### src/rtl/dsp_mac_seq.sv
// Sequencer that drives the clock enables and OPMODE of a DSP48A1 slice for an N-term
// multiply-accumulate with AREG=BREG=MREG=PREG=1.
module dsp_mac_seq #(
  parameter int LEN_W = 8
) (
  input  logic             clk,
  input  logic             rst,
  input  logic             start,
  input  logic [LEN_W-1:0] len,
  input  logic             in_valid,
  output logic             in_ready,
  output logic             ce_ab,
  output logic             ce_m,
  output logic             ce_p,
  output logic             rst_p,
  output logic [7:0]       opmode,
  output logic             res_valid,
  input  logic             res_ready,
  output logic             busy,
  output logic             err_len,
  output logic [1:0]       dbg_state
);

  // Handshakes: an operand pair transfers in any cycle where in_valid && in_ready;
  // the result transfers in any cycle where res_valid && res_ready.
  typedef enum logic [1:0] {
    IDLE  = 2'd0,
    LOAD  = 2'd1,
    DRAIN = 2'd2,
    HOLD  = 2'd3
  } state_t;

  state_t           state, state_nx;
  logic [LEN_W-1:0] remaining;
  logic             first_pend;
  logic             t1_v, t1_first, t2_v, t2_first;
  logic             accept;
  logic             launch;

  assign accept = in_valid & in_ready;
  assign launch = (state == IDLE) && start && (len != '0) && !rst;

  always_ff @(posedge clk or posedge rst) begin
    if (rst) begin
      state      <= IDLE;
      remaining  <= '0;
      first_pend <= 1'b0;
      t1_v       <= 1'b0;
      t1_first   <= 1'b0;
      t2_v       <= 1'b0;
      t2_first   <= 1'b0;
    end else begin
      state <= state_nx;
      if (launch) begin
        remaining  <= len;
        first_pend <= 1'b1;
      end else if (accept) begin
        remaining  <= remaining - 1'b1;
        first_pend <= 1'b0;
      end
      // Tag pipe mirrors the A/B -> M -> P register stages of the slice.
      t1_v     <= accept;
      t1_first <= accept & first_pend;
      t2_v     <= t1_v;
      t2_first <= t1_first;
    end
  end

  always_comb begin
    state_nx = state;
    in_ready = 1'b0;
    rst_p    = 1'b0;
    err_len  = 1'b0;
    case (state)
      IDLE: begin
        if (start && !rst) begin
          if (len != '0) begin
            rst_p    = 1'b1;
            state_nx = LOAD;
          end else begin
            err_len = 1'b1;
          end
        end
      end
      LOAD: begin
        in_ready = (remaining != '0);
        if (in_valid && in_ready && (remaining == {{(LEN_W-1){1'b0}}, 1'b1}))
          state_nx = DRAIN;
      end
      // Stage 1 empty here means the final ce_p edge ends this cycle.
      DRAIN: begin
        if (!t1_v) state_nx = HOLD;
      end
      HOLD: begin
        if (res_ready) state_nx = IDLE;
      end
      default: state_nx = IDLE;
    endcase
  end

  assign ce_ab     = accept;
  assign ce_m      = t1_v;
  assign ce_p      = t2_v;
  assign opmode    = !t2_v ? 8'h00 : (t2_first ? 8'h01 : 8'h09);
  assign res_valid = (state == HOLD);
  assign busy      = (state != IDLE);
  assign dbg_state = state;

endmodule

### config.mk
export PLATFORM = sky130hd
export DESIGN_NAME = dsp_mac_seq
export DESIGN_NICKNAME = d
export VERILOG_FILES = /design/src/rtl/dsp_mac_seq.sv
export SDC_FILE = /design/constraint.sdc
export NUM_CORES = 1
export LEC_CHECK = 0
export CAP_MARGIN = 0
export CELL_PAD_IN_SITES_DETAIL_PLACEMENT = 0
export CELL_PAD_IN_SITES_GLOBAL_PLACEMENT = 1
export CORE_MARGIN = 2
export CORE_UTILIZATION = 38
export CTS_BUF_LIST = sky130_fd_sc_hd__clkbuf_2 sky130_fd_sc_hd__clkbuf_4 sky130_fd_sc_hd__clkbuf_8
export CTS_CLUSTER_DIAMETER = 200
export CTS_CLUSTER_SIZE = 25
export DETAILED_ROUTE_END_ITERATION = 8
export MAX_ROUTING_LAYER = met4
export PLACE_DENSITY = 0.95
export SLEW_MARGIN = 20
export SYNTH_ARGS = -nofsm -noshare
export SYNTH_HDL_FRONTEND = slang
export SYNTH_SLANG_ARGS = --single-unit
### constraint.sdc
create_clock -name clk -period 3.5 [get_ports clk]
set_clock_uncertainty 0.05 [all_clocks]
set_input_delay 0.525 -clock clk [delete_from_list [all_inputs] [get_ports clk]]
set_output_delay 0.525 -clock clk [all_outputs]
set_load 0.02 [all_outputs]
==> summary.md <==
| Metric | Value |
|---|---|
| Vias per cell | 5.00 |
| Total of max-cap violations | 0 |
| Min-delay src | t1_first |
| Final TNS setup | 0 ns |
| Hold buffers post-CTS | 0 |
| Crit path capture type | output port |
| Crit share post-route | 0.850 |
| Number of synthesized flops with an enable pin | 0 |
| CTS Sinks | 15 |
| Fin util | 0.511 |
| Slew headroom | 0.624 |
| Sequential fraction of design power | 0.336 |
| Worst hold path type | flip-flop to flip-flop |
| Yosys top cell area share | 0.380 |
| Routability Congestion | 0.902 |
| Pin count of the biggest net entering global routing | 16 |
| Root buffer cell | clkbuf_4 |
| WL final | approximately 2000 um |
| Total gr overflow | 0 |
| Clock power share | 0.103 |
| Share of cells above drive strength 1 | 0.111 |
| Worst slack, placed | between 0.5 and 0.6 ns |
| Post-synth top flop | dfrtp_1 |
| Hold Path End | t2_first |
| Fillers | 237 |
| WHS Path Cells | 0 |
| Flops & latches, synth | 15 |
| IO buf count | 24 |
| Final setup violation count | 0 |
| Clk Latency, worst-skew pair | between 0.2 and 0.3 ns |
| Combinational power share | 0.561 |
| Worst Reg-to-Reg Cells | 7 |
| Shortest period the worst path allows | 2.97 ns |
| Initial drt markers | 7 |
| Die H | 55 um |
| FF+latch area | approximately 380 um^2 |
| Row Count | 18 |
| VDD IR max | 0.491 mV |
| Worst-case clock buffer depth | 2 |
| Synth top cells by count | dfrtp_1, inv_1, buf_4, ha_1, nand2_1 |
| Core area | 2480 um^2 |
| Worst slew pin tran | 0.564 ns |
| Worst R2R Setup Slack | 1.23 ns |
| IO Count | 31 |
| Via count | 780 |
| Num CTS Buffers | 3 |
| Cts repair resizes | 0 |
| DP HPWL | 1650 um |
| Global-route wire length before repair | 3440 um |
| Crit-path max FO | 8 |
| Yosys top cell by area | dfrtp_1 |
| CTS H-Tree Depth | 1 |
| Vias in the first global route | 788 |
| Critical Path AT | approximately 2.4 ns |
| Initial Util | 0.399 |
| Cells after Synth | about 100 |
| Synth warn | 0 |
| Final Max Tran Viols | 0 |
| Area of the multi-input gates | roughly 530 um^2 |
| RSZ-0062 raised after global routing | no |
| Cell Area, Synth | a little under 1000 um^2 |
| Synthesized area per cell | 9.79 um^2 |
| Post-CTS setup buffers | 0 |
| # DRC | 0 |
| ANT nets after route | 0 |
| CP required | 2.92 ns |
| Number of antenna violations at the first check in global routing | 0 |
| Kind of critical path | flip-flop to output port |
| Final #Nets | 147 |
| FF-to-FF Start | dbg_state[0] |
| Overall routing resource usage | 0.165 |
| Drt pass-1 iters | 5 |
| Fmax achieved | 336 MHz |
| Seq/Total Area, Yosys | 0.380 |
| Int Pwr | 0.000567 W |
| Die width | approximately 55 um |
| FFs w/ async S/R, synth | 1.00 |
| Routed WL per cell | 13.1 um |
| Post-route worst setup slack | about 0.53 ns |
| Area Overhead vs Synth | 28.0% |
| # diodes | 0 |
| Reg2reg end | remaining[5] |
| Top-count cell post-synth | dfrtp_1 |
| Pwr/cell area | 779 nW/um^2 |
| Net Switching | 0.000418 W |
| CTS tree | done |
| Clk slew on worst S/H paths | ~0.1 ns |
| Nature of the critical path startpoint | flip-flop |
| Sw Share | 0.424 |
| Final Hold Vio Count | 0 |
| Synth unique cells | 37 |
| Dominant cells by area after synthesis | dfrtp_1, ha_1, buf_4, xnor2_1, inv_1 |
| Leak | 0.544 nW |
| Die area | 3030 um^2 |
| Status | finished, final reports clean |
==> cells by family (layout without fill, tap and decap cells) <==
logic type	after synthesis	after routing	share of synthesized area
other	1	6	0.00379
muxes	4	4	0.0494
adders and majority gates	7	7	0.0886
and+or+nand+nor	30	30	0.172
buffers and inverters	19	39	0.100
AOI/OAI and AO/OA	20	20	0.162
xor gates and xnor gates	5	5	0.0443
DFF	15	15	0.380
==> placed cells by master, fill, tap and decap left out, types with 3 or more instances in the layout <==
cell / count
conb_1: 6
o21ai_0: 6
ha_1: 7
nor4_1: 3
inv_1: 9
mux2_2: 3
xnor2_1: 5
clkdlybuf4s50_1: 24
nand2_1: 7
dfrtp_1: 15
nor2_1: 5
clkbuf_4: 3
==> power by group through the flow <==
stage	registers (W)	clock network, W	logic, W
after detailed placement	0.000333	0	0.000553
after floorplan	0.000339	0	0.000368
after CTS	0.000330	0.000105	0.000557
final	0.000331	0.000101	0.000553
after global placement	0.000329	0	0.000544
after global routing	0.000343	0.000113	0.000614
==> per-layer routing <==
layer,share of wire,GRT usage
met1,0.46,0.202
met2,0.52,0.278
met3,0.017,0.0161
met4,0.0093,0.0732
met5,0,-
==> worst max-delay path by stage <==
stage          cells after the start     to  slack [ns]          from
2_1_floorplan                      6  rst_p        1.28  dbg_state[0]
3_3_place_gp                       4  rst_p        0.53           rst
3_5_place_dp                       4  rst_p        0.54           rst
4_1_cts                            5  rst_p        0.49  dbg_state[0]
5_1_grt                            5  rst_p        0.36  dbg_state[0]
6_report                           5  rst_p        0.53  dbg_state[0]
==> final cells by class <==
| class | instances | area share |
|---|---|---|
| Tap cell | 30 | 0.0297 |
| Clock buffer | 3 | 0.0178 |
| Sequential cell | 15 | 0.297 |
| Inverter | 9 | 0.0267 |
| Clock inverter | 1 | 0.00593 |
| Timing Repair Buffer | 26 | 0.202 |
| Multi-Input combinational cell | 72 | 0.421 |
==> per-stage QoR <==
stage	instances	hold WS [ns]	total power, W	area (um^2)
6_report	156	0.315	0.000985	1260
5_1_grt	156	0.324	0.00107	1260
4_1_cts	156	0.319	0.000993	1260
3_5_place_dp	152	0.296	0.000887	1230
3_3_place_gp	152	0.285	0.000874	1230
2_1_floorplan	106	0.281	0.000708	1010
==> critical path, stage by stage, from the launching register on <==
cell and delay, ns:
dfrtp_1 0.43, inv_1 0.12, ha_1 0.19, and3b_1 0.33
a21boi_0 0.38, clkdlybuf4s50_1 0.67
==> sequential cells by signal, summed over array words and instances (netlist names) <==
signal / flops
t2_first: 1
first_pend: 1
remaining: 8
t1_first: 1
ce_m: 1
dbg_state: 2
ce_p: 1
Note: power is estimated with default switching activity, not from simulation.
